==> config.mk <==
export PLATFORM = sky130hd
export DESIGN_NAME = bf_fetch_unit
export DESIGN_NICKNAME = d
export VERILOG_FILES = /design/src/rtl/bf_pkg.sv /design/src/rtl/bf_decode.sv /design/src/rtl/bf_fetch_unit.sv
export SDC_FILE = /design/constraint.sdc
export NUM_CORES = 1
export LEC_CHECK = 0
export BUFFER_PORTS_ARGS = -buffer_cell sky130_fd_sc_hd__buf_4
export CORE_AREA = 2 2 116 118
export DETAILED_ROUTE_END_ITERATION = 16
export DIE_AREA = 0 0 118 120
export PLACE_DENSITY = 0.72
export SLEW_MARGIN = 20
export SYNTH_ARGS = -nofsm -noshare
export SYNTH_HDL_FRONTEND = slang
export SYNTH_SLANG_ARGS = --single-unit
==> constraint.sdc <==
create_clock -name clk -period 2.64 [get_ports clk]
set_input_delay 0.264 -clock clk [delete_from_list [all_inputs] [get_ports clk]]
set_output_delay 0.264 -clock clk [all_outputs]
set_load 0.01 [all_outputs]
==> src/rtl/bf_pkg.sv <==
// bf_pkg: op codes, command byte constants and FSM states shared by the bfX fetch stage
package bf_pkg;
    typedef enum logic [2:0] {
        INC, DEC, RIGHT, LEFT, OUT, IN, LOOP_OPEN, LOOP_CLOSE
    } op_t;
    typedef enum logic [2:0] {
        S_IDLE, S_FETCH, S_DECODE, S_ISSUE, S_SCAN_REQ, S_SCAN_CHK, S_HALT
    } state_t;
    localparam logic [7:0] CH_INC   = 8'h2B;
    localparam logic [7:0] CH_DEC   = 8'h2D;
    localparam logic [7:0] CH_RIGHT = 8'h3E;
    localparam logic [7:0] CH_LEFT  = 8'h3C;
    localparam logic [7:0] CH_OUT   = 8'h2E;
    localparam logic [7:0] CH_IN    = 8'h2C;
    localparam logic [7:0] CH_OPEN  = 8'h5B;
    localparam logic [7:0] CH_CLOSE = 8'h5D;
    localparam logic [7:0] CH_NUL   = 8'h00;
endpackage

==> src/rtl/bf_decode.sv <==
// bf_decode: maps a program byte to {is_op, op_code}; data in, is_op/op_code out
module bf_decode
    import bf_pkg::*;
(
    input  logic [7:0] data,
    output logic       is_op,
    output op_t        op_code
);
    always_comb begin
        is_op   = 1'b1;
        op_code = INC;
        case (data)
            CH_INC:   op_code = INC;
            CH_DEC:   op_code = DEC;
            CH_RIGHT: op_code = RIGHT;
            CH_LEFT:  op_code = LEFT;
            CH_OUT:   op_code = OUT;
            CH_IN:    op_code = IN;
            CH_OPEN:  op_code = LOOP_OPEN;
            CH_CLOSE: op_code = LOOP_CLOSE;
            default:  is_op   = 1'b0;
        endcase
    end
endmodule

==> src/rtl/bf_fetch_unit.sv <==
// bf_fetch_unit: walks the PC over program memory, issues decoded ops and scans for matching brackets
// ports: start pulse; mem_active/mem_read/mem_addr/mem_rdata to program memory;
//        op_valid/op_code/op_pc/op_ready/cell_zero to execute; halted/error status
module bf_fetch_unit
    import bf_pkg::*;
#(
    parameter int ADDR_W   = 16,
    parameter int PROG_LEN = 512,
    parameter int DEPTH_W  = 8
) (
    input  logic              clk,
    input  logic              rst_n,
    input  logic              start,
    output logic              mem_active,
    output logic              mem_read,
    output logic [ADDR_W-1:0] mem_addr,
    input  logic [7:0]        mem_rdata,
    output logic              op_valid,
    output logic [2:0]        op_code,
    output logic [ADDR_W-1:0] op_pc,
    input  logic              op_ready,
    input  logic              cell_zero,
    output logic              halted,
    output logic              error
);
    localparam logic [ADDR_W-1:0] END_ADDR = ADDR_W'(PROG_LEN);
    state_t              state, state_n;
    logic [ADDR_W-1:0]   pc, pc_n, scan, scan_n, op_pc_n;
    logic [DEPTH_W-1:0]  depth, depth_n, depth_upd;
    logic                fwd, fwd_n, err, err_n, dec_is_op, nest, unnest;
    op_t                 code, code_n, dec_code;

    bf_decode u_decode (.data(mem_rdata), .is_op(dec_is_op), .op_code(dec_code));

    // the bracket that deepens nesting depends on scan direction
    assign nest      = dec_is_op && dec_code == (fwd ? LOOP_OPEN : LOOP_CLOSE);
    assign unnest    = dec_is_op && dec_code == (fwd ? LOOP_CLOSE : LOOP_OPEN);
    assign depth_upd = nest ? depth + 1'b1 : unnest ? depth - 1'b1 : depth;
    assign mem_read  = 1'b1;
    assign op_code   = code;
    assign error     = err;

    always_ff @(posedge clk or negedge rst_n) begin
        if (!rst_n) begin
            state <= S_IDLE;
            pc    <= '0;
            scan  <= '0;
            depth <= '0;
            fwd   <= 1'b0;
            code  <= INC;
            op_pc <= '0;
            err   <= 1'b0;
        end else begin
            state <= state_n;
            pc    <= pc_n;
            scan  <= scan_n;
            depth <= depth_n;
            fwd   <= fwd_n;
            code  <= code_n;
            op_pc <= op_pc_n;
            err   <= err_n;
        end
    end

    always_comb begin
        state_n    = state;
        pc_n       = pc;
        scan_n     = scan;
        depth_n    = depth;
        fwd_n      = fwd;
        code_n     = code;
        op_pc_n    = op_pc;
        err_n      = err;
        mem_active = 1'b0;
        mem_addr   = '0;
        op_valid   = 1'b0;
        halted     = 1'b0;
        case (state)
            S_IDLE: if (start) begin
                pc_n    = '0;
                state_n = S_FETCH;
            end
            S_FETCH: begin
                mem_active = 1'b1;
                mem_addr   = pc;
                state_n    = S_DECODE;
            end
            S_DECODE: begin
                if (pc == END_ADDR || mem_rdata == CH_NUL) state_n = S_HALT;
                else if (dec_is_op) begin
                    code_n  = dec_code;
                    op_pc_n = pc;
                    state_n = S_ISSUE;
                end else begin
                    pc_n    = pc + 1'b1;
                    state_n = S_FETCH;
                end
            end
            S_ISSUE: begin
                op_valid = 1'b1;
                if (op_ready) begin
                    if (code == LOOP_OPEN && cell_zero) begin
                        depth_n = DEPTH_W'(1);
                        scan_n  = pc + 1'b1;
                        fwd_n   = 1'b1;
                        state_n = S_SCAN_REQ;
                    end else if (code == LOOP_CLOSE && !cell_zero) begin
                        if (pc == '0) begin
                            err_n   = 1'b1;
                            state_n = S_HALT;
                        end else begin
                            depth_n = DEPTH_W'(1);
                            scan_n  = pc - 1'b1;
                            fwd_n   = 1'b0;
                            state_n = S_SCAN_REQ;
                        end
                    end else begin
                        pc_n    = pc + 1'b1;
                        state_n = S_FETCH;
                    end
                end
            end
            S_SCAN_REQ: begin
                mem_active = 1'b1;
                mem_addr   = scan;
                state_n    = S_SCAN_CHK;
            end
            S_SCAN_CHK: begin
                depth_n = depth_upd;
                if (fwd && (scan == END_ADDR || mem_rdata == CH_NUL)) begin
                    err_n   = 1'b1;
                    state_n = S_HALT;
                end else if (nest && &depth) begin
                    err_n   = 1'b1;
                    state_n = S_HALT;
                end else if (depth_upd == '0) begin
                    pc_n    = scan + 1'b1;
                    state_n = S_FETCH;
                end else if (!fwd && scan == '0) begin
                    err_n   = 1'b1;
                    state_n = S_HALT;
                end else begin
                    scan_n  = fwd ? scan + 1'b1 : scan - 1'b1;
                    state_n = S_SCAN_REQ;
                end
            end
            S_HALT: begin
                halted = 1'b1;
                if (start) begin
                    err_n   = 1'b0;
                    pc_n    = '0;
                    state_n = S_FETCH;
                end
            end
            default: state_n = S_IDLE;
        endcase
    end
endmodule

==> impl_metrics.env <==
export IMPL_drtIter0Drc=599
export IMPL_cts_clk_slew_worst_paths_ns=0.06
export IMPL_top_layer="met4"
export IMPL_crit_slowest_cell="or4_1"
export IMPL_slew_headroom=0.427
export IMPL_cts_buffer_depth=2
export IMPL_hold_buffers=0
export IMPL_critPathTopFamily="simple AND/OR/NAND/NOR gates"
export IMPL_path_buf_inv=1
export IMPL_end_kind="flip-flop"
export IMPL_post_route_period_util=0.982
export IMPL_grt_max_degree=65
export IMPL_setup_viol=0
export IMPL_post_route_util=0.548
export IMPL_status="finished clean"
export IMPL_ys_ff_latch=64
export IMPL_skew_ns=0.00750
export IMPL_path_cells="or4_1 > nor2_2 > nand4_1 > o21ai_2 > a21oi_2 > nor2_1 > or3_4 > buf_6 > or3_1 > mux2i_1 > a221o_1"
export IMPL_drt_wirelength_per_cell_um=17.9
export IMPL_hold_viol=0
export IMPL_crit_required_ns=2.87
export IMPL_cp_start_kind="flip-flop"
export IMPL_numCtsBuffers=9
export IMPL_vias=5774
export IMPL_worst_slack_ns=0.0466
export IMPL_synthCells=674
export IMPL_async_flop_share=1.00
export IMPL_fin_crit_ns=2.59
export IMPL_antenna_cells=0
export IMPL_wl_mm=17.3
export IMPL_io_pins=53
export IMPL_die_w_um=118
export IMPL_antenna_found_initial=0
export IMPL_drcViolationCount=0
export IMPL_first_pass_iters=5
export IMPL_worstPathArrival_ns=2.82
export IMPL_wl_met1_mm=7.39
export IMPL_synth_edf_count=0
export IMPL_dieArea_mm2=0.0142
export IMPL_worstMarginPinSlew_ns=0.860
export IMPL_crit_path_max_incr_delay_ns=0.58
export IMPL_yosysTopAreaCell="dfrtp_1"
export IMPL_clock_sinks=64
export IMPL_grt_ovfl_total=0
export IMPL_slew_viol_final=0
export IMPL_ys_warnings_count=0
export IMPL_antenna_left=0
export IMPL_ys_top_cells_by_area="dfrtp_1, a21oi_1, nor2_1"
export IMPL_maxCapViolCount=0
export IMPL_rsz0062_at_grt="yes"
export IMPL_pre_cts_ws_ns=-0.158
export IMPL_criticalPathCategory="flip-flop to flip-flop"
export IMPL_syn_to_final_growth_pct=34.9
export IMPL_clk_latency_ns=0.35
export IMPL_synth_fp_nets=693
export IMPL_power_density_mw_per_mm2=950
export IMPL_hold_ws_ns=0.0408
export IMPL_ir_drop_uv=612
export IMPL_yosysSeqAreaShare=0.303
export IMPL_synth_ff_type="dfrtp_1"
export IMPL_hold_class="primary input to async pin"
export IMPL_critPathMaxFanout=6
export IMPL_timing_setup_tns_ns=0
export IMPL_syn_area_mm2=0.00528
export IMPL_cts_root_buf="clkbuf_16"
export IMPL_row_count=42
export IMPL_hpwl_mm=12.5
export IMPL_cts_tree="built"
export IMPL_final_nets=805
export IMPL_gp_congestion=0.949
export IMPL_max_freq_mhz=386
export IMPL_grt_pass1_wl_mm=28.1
export IMPL_grt_total_usage=0.243
export IMPL_drive_above_1_share=0.336
export IMPL_avgSynthCellArea_um2=7.83
export IMPL_leakage_nw=3.19
export IMPL_p_total_mw=6.76
export IMPL_coreArea_mm2=0.0130
export IMPL_yosysUniqueCellTypes=71
export IMPL_synth_top_area_frac=0.303
export IMPL_port_buffers=51
export IMPL_via_per_inst=5.97
export IMPL_yosys_top_cells_count="dfrtp_1, nor2_1, clkbuf_1, a21oi_1, o21ai_0"
export IMPL_htreeDepth=3
export IMPL_grt_pass1_vias=5640
export IMPL_die_h_um=120
export IMPL_dr_wl_met3_mm=1.22
export IMPL_wl_met2_mm=8.09
export IMPL_start_util=0.407
-- cells by family after synthesis --
logic type / synth area share
xor gates and xnor gates: 0.0614
buffers and inverters: 0.0678
other: 0.000711
adders and majority gates: 0.0142
and+or+nand+nor: 0.224
AOI/OAI and AO/OA: 0.278
muxes: 0.0505
DFF: 0.303
-- area by class of cell --
cell class              instances  area [um2]
clock buffers                   9         225
clock inverters                 7         103
fillers                      1130        5860
inverters                      23        86.3
multi-input cells             521        3540
flip-flops and latches         64        1600
well taps                     176         220
repair buffers                167        1340
-- cell usage in the layout (no fill, tap or decap), types with 20 or more instances in the layout --
| cell | n |
|---|---|
| a21oi_1 | 48 |
| buf_4 | 158 |
| dfrtp_1 | 64 |
| nand2_1 | 40 |
| nand3_1 | 29 |
| nor2_1 | 60 |
| nor3_1 | 21 |
| o21ai_0 | 33 |
| xor2_1 | 20 |
-- what timing repair did --
| item | 4_1_cts | 5_1_grt |
|---|---|---|
| setup buffers | 0 | 3 |
| endpoints found under the setup margin | 33 | 36 |
| pin swaps | 0 | 11 |
| resized for setup | 5 | 51 |
-- layer usage --
layer	track usage	vias up
li1	-	2686
met1	0.327	2726
met2	0.389	310
met3	0.0261	52
met4	0.118	0
met5	0	-
-- path summary, 6_finish.rpt --
path                       startpoint  depth (start not counted)  slack [ns]          to
hold reg to reg              op_pc[3]                          1        0.51    op_pc[3]
hold / removal                  rst_n                          1        0.04  op_code[0]
min in group clk             op_ready                          3        0.18         fwd
max in group asynchronous       rst_n                          1        2.06    op_pc[9]
setup / recovery              scan[4]                         11        0.05    scan[14]
setup reg to reg              scan[4]                         11        0.05    scan[14]
-- worst reg2reg max path, delay by kind of cell (launching register included) --
kind                   cells  cell delay [ns]
AND/OR/NAND/NOR            6             1.37
AO/OA/AOI/OAI              3             0.54
multiplexers               1             0.06
buffers and inverters      1             0.13
flip-flops                 1             0.38
-- flip-flops by register name, indices dropped and copies added, names as in the netlist --
name,cells
depth,8
op_code,3
scan,16
state,3
pc,16
error,1
op_pc,16
fwd,1
-- power by group --
| part | internal (mW) | leakage, nW | switching [mW] |
|---|---|---|---|
| logic | 1.83 | 2.18 | 2.17 |
| registers | 1.21 | 0.846 | 0.205 |
| clock network | 0.837 | 0.157 | 0.505 |
-- through the flow --
step	std cells	cell area (um2)
finish	967	7120
global route	967	7120
detailed placement	949	6590
floorplan	674	5310
CTS	965	6930
global placement	949	6590
Power figures use the tool's default switching activity.
